===== config.mk =====
export PLATFORM = sky130hd
export DESIGN_NAME = mul_div_unit_flat
export DESIGN_NICKNAME = d
export VERILOG_FILES = /design/src/rtl/mul_div_unit_if.sv /design/src/rtl/mul_div_unit.sv /design/src/flat_wrapper.sv
export SDC_FILE = /design/constraint.sdc
export NUM_CORES = 1
export LEC_CHECK = 0
export CORE_UTILIZATION = 35
export DETAILED_ROUTE_END_ITERATION = 7
export PLACE_DENSITY_LB_ADDON = 0.1
export SYNTH_ARGS = -nofsm -noshare
export SYNTH_HDL_FRONTEND = slang
export SYNTH_SLANG_ARGS = --single-unit

===== constraint.sdc =====
create_clock -name clk -period 5.6 [get_ports clk]
set_input_delay 0.84 -clock clk [delete_from_list [all_inputs] [get_ports clk]]
set_output_delay 0.84 -clock clk [all_outputs]
set_load 0.005 [all_outputs]

===== src/rtl/mul_div_unit_if.sv =====
// Handshake and data bundle between the pipeline and the multiply/divide unit.
// The pipeline side uses the master modport; the unit uses the slave modport.
interface mul_div_unit_if;
    logic        start;
    logic [1:0]  op;
    logic [31:0] rsData;
    logic [31:0] rtData;
    logic        mthiEn;
    logic        mtloEn;
    logic [31:0] mtData;
    logic        busy;
    logic        done;
    logic [31:0] hi;
    logic [31:0] lo;

    modport master (
        output start, op, rsData, rtData, mthiEn, mtloEn, mtData,
        input  busy, done, hi, lo
    );

    modport slave (
        input  start, op, rsData, rtData, mthiEn, mtloEn, mtData,
        output busy, done, hi, lo
    );
endinterface


===== src/rtl/mul_div_unit.sv =====
// Iterative 32-bit multiply/divide unit (32 cycles per op) with HI/LO registers.
// Divide support is compiled in only when MDU_DIV_EN is defined.
module mul_div_unit (
    input  logic          clk,
    input  logic          rst_n,
    mul_div_unit_if.slave bus
);
    typedef enum logic [1:0] {IDLE = 2'd0, RUN = 2'd1, DONE = 2'd2} state_t;

    state_t      state_reg, state_next;
    logic [4:0]  count_reg;
    logic [63:0] acc_reg, acc_next;
    logic [31:0] opb_reg;
    logic        neg_reg;
    logic [31:0] hi_reg, hi_next;
    logic [31:0] lo_reg, lo_next;
    logic        accept, last_iter, signed_op, move_ok;
    logic [31:0] mag_a, mag_b;
    logic [32:0] mul_sum;
    logic [63:0] prod_fixed;

`ifdef MDU_DIV_EN
    logic        div_reg, neg_r_reg, div_zero_reg;
    logic [32:0] div_shift, div_diff;
    logic [31:0] quo_fixed, rem_fixed;

    assign accept = bus.start;
`else
    assign accept = bus.start & ~bus.op[1];
`endif

    assign signed_op = ~bus.op[0];
    assign mag_a     = (signed_op && bus.rsData[31]) ? -bus.rsData : bus.rsData;
    assign mag_b     = (signed_op && bus.rtData[31]) ? -bus.rtData : bus.rtData;
    assign last_iter = (state_reg == RUN) && (count_reg == 5'd31);
    assign move_ok   = (state_reg != RUN) && !accept;

    always_ff @(posedge clk or negedge rst_n) begin
        if (!rst_n) begin
            state_reg <= IDLE;
        end else begin
            state_reg <= state_next;
        end
    end

    always_comb begin
        state_next = state_reg;
        case (state_reg)
            RUN:     if (count_reg == 5'd31) state_next = DONE;
            default: state_next = accept ? RUN : IDLE;
        endcase
    end

    always_comb begin
        bus.busy = (state_reg == RUN);
        bus.done = (state_reg == DONE);
    end

    assign bus.hi = hi_reg;
    assign bus.lo = lo_reg;

    // Multiply: acc = {partial product, remaining multiplier bits}, shift right each step.
    assign mul_sum = {1'b0, acc_reg[63:32]} + {1'b0, (acc_reg[0] ? opb_reg : 32'd0)};

`ifdef MDU_DIV_EN
    // Divide: acc = {remainder, dividend/quotient}, shift left and trial-subtract.
    assign div_shift = acc_reg[63:31];
    assign div_diff  = div_shift - {1'b0, opb_reg};

    always_comb begin
        if (div_reg) begin
            acc_next = div_diff[32] ? {div_shift[31:0], acc_reg[30:0], 1'b0}
                                    : {div_diff[31:0], acc_reg[30:0], 1'b1};
        end else begin
            acc_next = {mul_sum, acc_reg[31:1]};
        end
    end

    assign quo_fixed = div_zero_reg ? 32'hFFFF_FFFF
                                    : (neg_reg ? -acc_next[31:0] : acc_next[31:0]);
    assign rem_fixed = neg_r_reg ? -acc_next[63:32] : acc_next[63:32];
`else
    assign acc_next = {mul_sum, acc_reg[31:1]};
`endif

    assign prod_fixed = neg_reg ? -acc_next : acc_next;

    always_comb begin
        hi_next = hi_reg;
        lo_next = lo_reg;
        if (last_iter) begin
`ifdef MDU_DIV_EN
            if (div_reg) begin
                hi_next = rem_fixed;
                lo_next = quo_fixed;
            end else begin
                hi_next = prod_fixed[63:32];
                lo_next = prod_fixed[31:0];
            end
`else
            hi_next = prod_fixed[63:32];
            lo_next = prod_fixed[31:0];
`endif
        end else if (move_ok) begin
            if (bus.mthiEn) hi_next = bus.mtData;
            if (bus.mtloEn) lo_next = bus.mtData;
        end
    end

    always_ff @(posedge clk or negedge rst_n) begin
        if (!rst_n) begin
            count_reg    <= 5'd0;
            acc_reg      <= 64'd0;
            opb_reg      <= 32'd0;
            neg_reg      <= 1'b0;
            hi_reg       <= 32'd0;
            lo_reg       <= 32'd0;
`ifdef MDU_DIV_EN
            div_reg      <= 1'b0;
            neg_r_reg    <= 1'b0;
            div_zero_reg <= 1'b0;
`endif
        end else begin
            hi_reg <= hi_next;
            lo_reg <= lo_next;
            if ((state_reg != RUN) && accept) begin
                count_reg <= 5'd0;
                neg_reg   <= signed_op & (bus.rsData[31] ^ bus.rtData[31]);
`ifdef MDU_DIV_EN
                div_reg      <= bus.op[1];
                neg_r_reg    <= signed_op & bus.rsData[31];
                div_zero_reg <= (bus.rtData == 32'd0);
                acc_reg      <= bus.op[1] ? {32'd0, mag_a} : {32'd0, mag_b};
                opb_reg      <= bus.op[1] ? mag_b : mag_a;
`else
                acc_reg      <= {32'd0, mag_b};
                opb_reg      <= mag_a;
`endif
            end else if (state_reg == RUN) begin
                count_reg <= count_reg + 5'd1;
                acc_reg   <= acc_next;
            end
        end
    end
endmodule


===== src/flat_wrapper.sv =====
// flat-port wrapper written by rule: the top's interface ports become plain ports
module mul_div_unit_flat 
  (clk, rst_n, bus_start, bus_op, bus_rsData, bus_rtData, bus_mthiEn, bus_mtloEn, bus_mtData, bus_busy, bus_done, bus_hi, bus_lo);
  mul_div_unit_if bus_i ();
  input  logic clk;
  input  logic rst_n;
  input wire logic [$bits(bus_i.start)-1:0] bus_start;
  input wire logic [$bits(bus_i.op)-1:0] bus_op;
  input wire logic [$bits(bus_i.rsData)-1:0] bus_rsData;
  input wire logic [$bits(bus_i.rtData)-1:0] bus_rtData;
  input wire logic [$bits(bus_i.mthiEn)-1:0] bus_mthiEn;
  input wire logic [$bits(bus_i.mtloEn)-1:0] bus_mtloEn;
  input wire logic [$bits(bus_i.mtData)-1:0] bus_mtData;
  output wire logic [$bits(bus_i.busy)-1:0] bus_busy;
  output wire logic [$bits(bus_i.done)-1:0] bus_done;
  output wire logic [$bits(bus_i.hi)-1:0] bus_hi;
  output wire logic [$bits(bus_i.lo)-1:0] bus_lo;
  assign bus_i.start = bus_start;
  assign bus_i.op = bus_op;
  assign bus_i.rsData = bus_rsData;
  assign bus_i.rtData = bus_rtData;
  assign bus_i.mthiEn = bus_mthiEn;
  assign bus_i.mtloEn = bus_mtloEn;
  assign bus_i.mtData = bus_mtData;
  assign bus_busy = bus_i.busy;
  assign bus_done = bus_i.done;
  assign bus_hi = bus_i.hi;
  assign bus_lo = bus_i.lo;
  mul_div_unit u_core (.clk(clk), .rst_n(rst_n), .bus(bus_i));
endmodule

======== Word level (Yosys, flattened, before mapping) ========
Cells that the tools add are included.
storage, ports and cells
  flip-flop bits (word level) ............. 168
  bits in latches ......................... 0
  memory bits (writable) .................. 0
  bits in read-only memories .............. 0
  input bits .............................. 103
  output and inout port bits .............. 66
  logic and storage cells ................. 51
  memories kept ........................... 0
operators by class
  add/subtract/negate cells ............... 5
  multiply operators ...................... 0
  div/mod/pow operators ................... 0
  magnitude comparators ................... 0
  equality and inequality tests ........... 5
  shift-type cells ........................ 0
  multiplexer cells ....................... 17
  bitwise logic cells ..................... 5
  reductions and logical operators ........ 12
operator list
  operator             number
  $mux 32              9
  $mux 64              3
  $neg 32->32          2
  $neg 64->64          1
  $add 32x32->33       1
  $mux 5               2
  $reduce_bool 2->1    4
  $add 5x1->5 const B  1
  $eq 5x5->1 const B   1
  $logic_and 1x1->1    5
  $mux 2               2
  $ne 2x1->1 const B   2
  $reduce_and 2->1     2
  $and 1x1->1          2
  $eq 2x1->1 const B   1
  $eq 2x2->1 const B   1
  $not 1->1            2
  $logic_not 1->1      1
  $mux 1               1
  $xor 1x1->1          1

======== Logic depth before layout (Yosys ltp) ========
Gate-level depths: netlist (run 1).
  depth in word-level cells ............... 6
  gate-level depth with buffers ........... 15
  mapped depth without buffers ............ 13

======== Least setup slack after synthesis (run 1) ========
Ideal clock, no wire load.
  path type ............................... register -> register
  from .................................... register u_core.acc_reg[0]
  to ...................................... register u_core.hi_reg[30] (netlist: u_core.bus.hi[30])
  library setup time ...................... 0.127 ns
  data arrival time ....................... 4.088 ns
  data required time ...................... 5.473 ns
  path slack .............................. 1.385 ns
  cell stages (with the launch flop) ...... 15
  path buffers ............................ 1
  clock period less this slack ............ 4.215 ns
  path through ............................ dfrtp_1 > clkbuf_1 > and2_1 > ha_1 > fa_1 > a211oi_1 > o211ai_1 > a31oi_2 > o31ai_1 > xor2_1 > or4b_2 > or4_1 > o41ai_1 > xor2_1 > a21oi_1
on the way
  word-level cells in the longest chain between the ends .. 5
RTL lines
  what                    line                 source
  from (decl)             mul_div_unit.sv:12   logic [63:0] acc_reg, acc_next;
  from (signal assigned)  mul_div_unit.sv:136  acc_reg <= {32'd0, mag_b};
  from (signal assigned)  mul_div_unit.sv:141  acc_reg <= acc_next;
  $mux 32 *               mul_div_unit.sv:63   assign mul_sum = {1'b0, acc_reg[63:32]} + {1'b0, (acc_reg[0] ? opb_reg : 32'd0)};
  $add 32x32->33 *        mul_div_unit.sv:63
  $neg 64->64             mul_div_unit.sv:86   assign prod_fixed = neg_reg ? -acc_next : acc_next;
  $mux 64 *               mul_div_unit.sv:86
  $mux 32 *               mul_div_unit.sv:91   if (last_iter) begin
  to (signal assigned)    mul_div_unit.sv:124  hi_reg <= hi_next;
  to (decl)               mul_div_unit.sv:15   logic [31:0] hi_reg, hi_next;
Every way passes the cells marked *; elsewhere a longest branch is shown, timed or not.
A chain may end at the register's enable or synchronous reset.

======== Worst setup path after layout (run 1) ========
Same ends and word-level chain as after synthesis.

==> impl_metrics.toml, run 1 <==
[run_status]
status = "completed"

[worst_hold_path]
hold_path.class = "input pin to asynchronous set/reset pin"

[logic_synthesis]
ys_ff_latch = 168
syn_area_um2 = 11900
synth_cell_types = 79
syn_inst = 1396
async_flop_share_pct = 100
synth-main-ff-cell = "dfrtp_1"
yosys.area.top_type = "dfrtp_1"
syn-num-nets = 1537
synthTopCellsByArea = "dfrtp_1 35%, o21ai_0 7.1%, nand2_1 6.1%"
seq_area_frac_synth_pct = 35.3
yosysMostFrequentCell = "nand2_1"
synth_edf_count = 0
synth.top_cells.by_count = "194 x nand2_1, 168 x dfrtp_1, 168 x o21ai_0"
yosys_warnings = 0
yosysTopAreaCellShare_pct = 35.3
synth.avg_cell_area_um2 = 8.52

[die]
core_area_um2 = 33400
die_area_um2 = 34700
ios = 169
die_w_um = 186
fp.dieH_um = 186
row_count = 67
start_util_pct = 35.6

[global_routing]
grt-ovfl-total = 0
grt_pass1_vias = 10200
antenna_found_initial = 1
grt.total_usage_pct = 21.7
grt_max_degree = 104
grt_pass1_wl_um = 59400

[clock_network]
ctsHoldBuffers = 0
clkSinkCount = 168
cts-root-buf = "clkbuf_16"
cts_buffer_depth = 2
cts_tree = "done"
cts.repair.resized = 0
post_cts_buffers = 0
cts_max_level = 4
cts_inserted_buffers = 17
clkLatencyLatePin_ns = 0.44
clk_pin_slew_ns = 0.07

[final_layout]
syn_to_final_growth_pct = 21.6
antenna-diode-count = 0
largest_reg_flops = 64
drive_gt1_share_pct = 5.39
stdcell_area_um2 = 14500
nNetsFinal = 1651

[placed_design]
dp_worst_setup_slack_ns = 0.707
gp_congestion = 0.897
postPlaceCellArea_um2 = 13900
post-dp-hpwl_um = 28800
io_buffers = 168

[route]
ant_nets = 0
drt-pass1-iter-count = 5
avgViaCountPerCell = 5.40
via_count = 10600
wl_um = 37600
drt_iter0_drc = 775
wl_per_cell_um = 19.1
drc = 0

[timing]
slew_violations = 0
hold_viol = 0
min_period_ns = 4.85
relSlewSlack_pct = 29.2
whs_ns = 0.447
clock_skew_ns = 0.0114
tightest_slew_ns = 1.06
setup_tns_ns = 0
max_freq_ghz = 0.206
period_share_pct = 86.7
finalWorstSetupSlack_ns = 0.746
grt_setup_unrepaired = "no"
setup_violations = 0

[worst_setup_path]
crit_required_ns = 5.91
arrival_ns = 5.16
reg2reg_from = "u_core.acc_reg[0]"
worstSetupStartpointType = "flip-flop"
cp_max_fo = 33
path_class = "flip-flop to flip-flop"
endpoint_kind = "flip-flop"
startpoint = "u_core.acc_reg[0]"

[run]
max-cap-violations = 0

[power]
power_density_nw_per_um2 = 527
ir_drop_v = 0.000256
p_leak_nw = 6.07
## cells by family (layout without fill, tap and decap cells)
| group | Yosys count | count (layout) | synth area share (%) |
|---|---|---|---|
| AND/OR/NAND/NOR | 461 | 461 | 19.3 |
| AO/OA/AOI/OAI | 431 | 431 | 22.5 |
| flip-flops | 168 | 168 | 35.3 |
| XOR/XNOR | 140 | 140 | 10.3 |
| buffers and inverters | 101 | 227 | 3.68 |
| multiplexers | 57 | 57 | 4.82 |
| adder cells (fa/ha/maj) | 38 | 38 | 4.06 |
## area by class of cell
class | count | area [um^2]
inverter | 15 | 57.6
fill | 3287 | 19000
timing repair buffer | 181 | 1810
tap | 448 | 561
clock inverter | 11 | 119
sequential | 168 | 4210
clock buffer | 20 | 447
multi-input combinational | 1127 | 7270
## per-stage QoR
| stage | power [W] | util, % | std cells |
|---|---|---|---|
| final | 0.00762 | 43.2 | 1970 |
| after CTS | 0.00765 | 43.2 | 1970 |
| after global placement | 0.00645 | 41.5 | 1939 |
| after global routing | 0.00820 | 43.2 | 1970 |
| after floorplan | 0.00481 | - | 1396 |
| after detailed placement | 0.00647 | 41.5 | 1939 |
## per-layer routing
layer,up-vias,track usage (%),part of all wire [%]
met2,282,30.8,42
met3,32,3.91,5.0
met1,5040,33.4,52
met5,-,0,0
met4,0,5.53,1.6
li1,5280,-,-
## where the power goes
| group | switching [W] | leakage (nW) | internal, W | total (W) |
|---|---|---|---|---|
| Sequential | 0.000533 | 2.07 | 0.00179 | 0.00233 |
| Clock | 0.000529 | 0.267 | 0.000632 | 0.00116 |
| Combinational | 0.00232 | 3.73 | 0.00181 | 0.00413 |
## critical path, stage by stage, from the launching register on
cell and delay (ns):
dfrtp_1 0.81, and2_1 0.23, ha_1 0.37, a21oi_1 0.36, o21bai_1 0.16, a22oi_1 0.44, and4_1 0.28, a211oi_1 0.05
buf_4 0.15, or4b_2 0.74, or4_1 0.55, o41ai_1 0.33, xor2_1 0.18, a21oi_1 0.08
## cells in the final DEF (no fill, tap or decap), types with 13 or more instances in the layout
cell type and instances:
xor2_1 64, and3_1 17, o21ai_0 168, inv_1 13, o31ai_1 35, a22o_1 31, nand2_1 192, xnor2_1 76
mux2i_1 55, or4_1 16, a21oi_1 89, or3_1 18, clkbuf_16 17, dfrtp_1 167, nor2_1 78, a211oi_1 19
ha_1 37, nor3_1 21, and2_1 35, o41ai_1 18, clkdlybuf4s50_1 167
## final timing paths
| path | end | slack (ns) | cells past startpoint |
|---|---|---|---|
| max in group asynchronous | u_core.acc_reg[1] | 4.17 | 2 |
| min in group clk | u_core.opb_reg[27] | 0.48 | 2 |
| min | u_core.acc_reg[51] | 0.45 | 1 |
| min reg2reg | u_core.opb_reg[27] | 0.48 | 2 |
| max reg2reg | u_core.bus.hi[30] | 0.75 | 13 |
| max | u_core.bus.hi[30] | 0.75 | 13 |
(Power assumes the default switching activity.)
==> run 2: changes to the inputs <==
PLACE_DENSITY_LB_ADDON = default   (was 0.1)
clock period = 4.2 ns   (was 5.6 ns; I/O delays follow)
==> run 2 against run 1 <==
  * Final cell count increased by 6.0%
  * Register-to-register slack got worse by 0.63 ns
  * Design area increased by 9.1%
  * Combinational power increased by 59%
  * Via count increased by 5.4%
  * Setup slack got worse by 0.63 ns
  * Highest routed layer unchanged
==> impl_metrics.toml, run 2 (synthesized netlist as in run 1, its figures left out) <==
[final_layout]
finish.utilization_pct = 47.2
drive_gt1_share_pct = 15.9
syn_to_final_growth_pct = 32.7
antenna-diode-count = 0
nNetsFinal = 1769
fillers = 3252
final_common_cell = "nand2_1"
mostFrequentLayoutCells = "190 x nand2_1, 167 x clkdlybuf4s50_1, 167 x dfrtp_1, 162 x o21ai_0, 126 x buf_4"
largest_reg_flops = 64

[global_routing]
grt_pass1_vias = 10700
grt_pass1_wl_um = 60200
grt.total_usage_pct = 21.8
grt-ovfl-total = 0
grt_max_degree = 87
antenna_found_initial = 0

[timing]
hold_viol = 0
min_period_ns = 4.09
slew_violations = 0
setup_violations = 0
max_freq_ghz = 0.245
tightest_slew_ns = 0.983
relSlewSlack_pct = 34.2
clock_skew_ns = 0.0133
period_share_pct = 97.3

[power]
power_density_nw_per_um2 = 716
p_total_w = 0.0113
p_leak_nw = 6.71
ir_drop_v = 0.000365

[clock_network]
cts_inserted_buffers = 17
cts-root-buf = "clkbuf_16"
clkSinkCount = 168
cts_buffer_depth = 2
ctsHoldBuffers = 0
clk_pin_slew_ns = 0.08
cts_tree = "done"
cts_max_level = 4
clkLatencyLatePin_ns = 0.44

[worst_setup_path]
endpoint_kind = "flip-flop"
cp_max_fo = 30
rrSetupSlack_ns = 0.11
arrival_ns = 4.39
reg2reg_from = "u_core.acc_reg[0]"
r2r_end = "u_core.bus.hi[24]"
worstSetupStartpointType = "flip-flop"
crit_required_ns = 4.50
ff2ff_path_depth = 16
path_class = "flip-flop to flip-flop"

[die]
fp.dieH_um = 186
start_util_pct = 35.6
ios = 169
core_area_um2 = 33400
die_area_um2 = 34700
die_w_um = 186
row_count = 67

[route]
wl_um = 38400
drc = 0
ant_nets = 0
drt-pass1-iter-count = 7
via_count = 11200
drt_iter0_drc = 713
avgViaCountPerCell = 5.36
wl_per_cell_um = 18.4

[worst_hold_path]
hold_path.class = "input pin to asynchronous set/reset pin"

[run]
max-cap-violations = 0

[placed_design]
io_buffers = 168
post-dp-hpwl_um = 30300
gp_congestion = 0.903

[run_status]
status = "completed"
==> run 2: layout make-up <==
| cell class | count | area, um^2 | area share (%) |
|---|---|---|---|
| inverter | 15 | 57.6 | 0.365 |
| tap | 448 | 561 | 3.55 |
| timing repair buffer | 299 | 2710 | 17.2 |
| multi-input combinational | 1127 | 7660 | 48.5 |
| sequential | 168 | 4210 | 26.6 |
| clock buffer | 17 | 425 | 2.70 |
| clock inverter | 15 | 160 | 1.01 |
==> run 2: worst max-delay path by stage <==
stage	startpoint	end	slack [ns]	cells past startpoint
2_1_floorplan	u_core.acc_reg[0]	u_core.bus.hi[30]	0.02	14
3_3_place_gp	u_core.acc_reg[0]	u_core.bus.hi[24]	-0.16	14
3_5_place_dp	u_core.acc_reg[0]	u_core.bus.hi[24]	-0.20	14
4_1_cts	u_core.acc_reg[0]	u_core.bus.hi[24]	0.03	16
5_1_grt	u_core.acc_reg[0]	u_core.bus.hi[27]	-0.04	15
6_report	u_core.acc_reg[0]	u_core.bus.hi[24]	0.11	16
==> run 2: through the flow <==
| stage | instance area, um^2 | setup TNS (ns) | worst slack [ns] | instances | hold WS [ns] |
|---|---|---|---|---|---|
| after CTS | 15400 | 0 | 0.0344 | 2081 | 0.293 |
| final | 15800 | 0 | 0.112 | 2089 | 0.274 |
| after global routing | 15800 | -0.0572 | -0.0364 | 2089 | 0.336 |
| after detailed placement | 14700 | -0.802 | -0.203 | 2049 | 0.469 |
| after floorplan | 11900 | 0 | 0.0241 | 1396 | 0.334 |
| after global placement | 14700 | -0.429 | -0.156 | 2049 | 0.457 |
==> run 2: routing by layer <==
layer / vias up / track usage [%] / wire (um)
met2: 293 / 32.5 / 16500
met5: - / 0 / 0
met1: 5365 / 32.9 / 19500
met3: 33 / 2.80 / 1700
li1: 5516 / - / -
met4: 0 / 5.72 / 622
==> run 2: critical path: stages, from the launching register on <==
cell and delay, ns:
dfrtp_1 0.43, buf_12 0.17, and2_1 0.15, ha_2 0.40, nand2_1 0.14, buf_4 0.17, nand2_1 0.13, buf_4 0.15
a41oi_4 0.14, xnor2_2 0.21, buf_4 0.16, or3_4 0.39, or4_4 0.42, or4_1 0.53, nand2_2 0.11, xor2_2 0.17
a21oi_1 0.08
==> run 2: power breakdown <==
group / internal, W / switching [W] / total, W / leakage (nW)
clock: 0.000797 / 0.000775 / 0.00157 / 0.289
sequential: 0.00239 / 0.000755 / 0.00314 / 2.07
combinational: 0.00320 / 0.00338 / 0.00658 / 4.35
total: 0.00639 / 0.00491 / 0.0113 / 6.71
==> run 2: timing repair <==
item                                    4_1_cts  5_1_grt
resized for setup                            12       68
endpoints found under the hold margin         0        0
gates cloned                                  0        0
pin swaps                                     0       19
buffers inserted                              0        8
endpoints found under the setup margin       11       16
==> run 3: changes to the inputs <==
PLACE_DENSITY = 0.57   (was default)
==> run 3 against run 2 <==
  * Critical path type unchanged
  * Largest cell class unchanged
  * Highest routed layer unchanged
  * Utilization down 0.88 points
  * Global-route usage up 0.47 points
  * Sequential share of layout area rose by 0.51 points
  * Flip-flop and latch count unchanged
  * Sequential power is essentially flat
  * Hold slack worse by 0.057 ns
  * Non-clock buffer count is 14 lower
  * Largest power group unchanged
==> impl_metrics.toml, run 3 (synthesized netlist as in run 1, its figures left out) <==
[worst_setup_path]
endpoint_kind = "flip-flop"
cp_max_fo = 30
crit_required_ns = 4.52
worstSetupStartpointType = "flip-flop"
path_class = "flip-flop to flip-flop"
arrival_ns = 4.43

[final_layout]
final_common_cell = "nand2_1"
area.sequential_um2 = 4210
stdcell_area_um2 = 15500
nNetsFinal = 1755
mostFrequentLayoutCells = "192 x nand2_1, 167 x clkdlybuf4s50_1, 166 x dfrtp_1, 164 x o21ai_0, 114 x buf_4"
syn_to_final_growth_pct = 30.2
finish.utilization_pct = 46.3
largest_reg_flops = 64
drive_gt1_share_pct = 13.8
multi_input_area_um2 = 7470
fillers = 3258
antenna-diode-count = 0

[die]
die_area_um2 = 34700
fp.dieH_um = 186
core_area_um2 = 33400
ios = 169
start_util_pct = 35.6
row_count = 67
die_w_um = 186

[route]
ant_nets = 0
drc = 0
wl_per_cell_um = 18.8
avgViaCountPerCell = 5.39
drt-pass1-iter-count = 7
drt_iter0_drc = 693
via_count = 11200
wl_um = 39000

[clock_network]
cts_tree = "done"
cts-root-buf = "clkbuf_16"
clk_pin_slew_ns = 0.08
clkLatencyLatePin_ns = 0.45
cts_inserted_buffers = 17
cts_buffer_depth = 2
clkSinkCount = 168
cts_max_level = 4

[global_routing]
grt.total_usage_pct = 22.3
grt-ovfl-total = 0
grt_pass1_wl_um = 61300
antenna_found_initial = 0
grt_pass1_vias = 10800
grt_max_degree = 76

[timing]
tightest_slew_ns = 1.01
clock_skew_ns = 0.0152
finalWorstSetupSlack_ns = 0.0832
period_share_pct = 98.0
relSlewSlack_pct = 32.3
hold_viol = 0
setup_violations = 0
whs_ns = 0.217
setup_tns_ns = 0
min_period_ns = 4.12
slew_violations = 0
max_freq_ghz = 0.243

[power]
clkPwrFrac_pct = 14.3
netSwitchingFraction_pct = 43.5
p_leak_nw = 6.62
switchingPower_w = 0.00482
ir_drop_v = 0.000370
power_density_nw_per_um2 = 716
p_int_w = 0.00627
combPwrFrac_pct = 57.2
p_seq_share_pct = 28.4

[run]
max-cap-violations = 0

[placed_design]
io_buffers = 168
gp_congestion = 0.940
post-dp-hpwl_um = 30500
postPlaceCellArea_um2 = 14700
dp_worst_setup_slack_ns = -0.146

[run_status]
status = "completed"

[worst_hold_path]
hold_path.class = "input pin to asynchronous set/reset pin"
## run 3: worst max-delay path, stage by stage (launching register included)
cell and delay, ns:
dfrtp_2 0.44, buf_12 0.16, and2_1 0.14, ha_1 0.34, buf_4 0.13, nand2_1 0.06
o21a_1 0.18, o311a_1 0.35, a31oi_4 0.24, buf_4 0.16, mux2_2 0.34, a211o_1 0.37
or3_4 0.40, o41ai_2 0.38, xor2_1 0.20, a21oi_1 0.08
## run 3: final cells by class
class,instances,area share (%)
Inverter,15,0.372
Clock buffer,18,2.84
Sequential cell,168,27.2
Timing Repair Buffer,285,16.8
Clock inverter,14,0.994
Tap cell,448,3.62
Multi-Input combinational cell,1127,48.2
## run 3: power by group through the flow
| stage | Combinational [W] | Sequential (W) | Clock, W |
|---|---|---|---|
| 2_1_floorplan | 0.00355 | 0.00286 | 0 |
| 3_3_place_gp | 0.00604 | 0.00313 | 0 |
| 3_5_place_dp | 0.00611 | 0.00314 | 0 |
| 4_1_cts | 0.00617 | 0.00312 | 0.00163 |
| 5_1_grt | 0.00692 | 0.00324 | 0.00169 |
| 6_report | 0.00635 | 0.00315 | 0.00159 |
## run 3: repair_timing
action	4_1_cts	5_1_grt
hold buffers	0	0
gates resized for setup	10	39
endpoints found under the setup margin	5	15
buffers inserted	0	3
pin swaps	2	8
hold endpoints to repair	0	0
## run 3: per-layer routing
| layer | global-route usage, % | vias up | wire, um | share of wire, % |
|---|---|---|---|---|
| li1 | - | 5487 | - | - |
| met1 | 33.3 | 5373 | 19500 | 50 |
| met2 | 33.5 | 296 | 17100 | 44 |
| met3 | 3.39 | 36 | 1790 | 4.6 |
| met4 | 5.24 | 0 | 592 | 1.5 |
| met5 | 0 | - | 0 | 0 |
## run 3: through the flow
step | total power [W] | instances
4_1_cts | 0.0109 | 2072
3_3_place_gp | 0.00916 | 2040
2_1_floorplan | 0.00641 | 1396
6_report | 0.0111 | 2075
5_1_grt | 0.0119 | 2075
3_5_place_dp | 0.00926 | 2040
## run 3: final timing paths
check | start | endpoint | slack, ns | depth (start not counted)
setup / recovery | u_core.acc_reg[0] | u_core.bus.hi[29] | 0.08 | 15
hold / removal | rst_n | u_core.acc_reg[42] | 0.22 | 1
min in group clk | u_core.opb_reg[20] | u_core.opb_reg[20] | 0.48 | 2
hold reg to reg | u_core.opb_reg[20] | u_core.opb_reg[20] | 0.48 | 2
setup reg to reg | u_core.acc_reg[0] | u_core.bus.hi[29] | 0.08 | 15
max in group asynchronous | rst_n | u_core.acc_reg[0] | 3.06 | 2
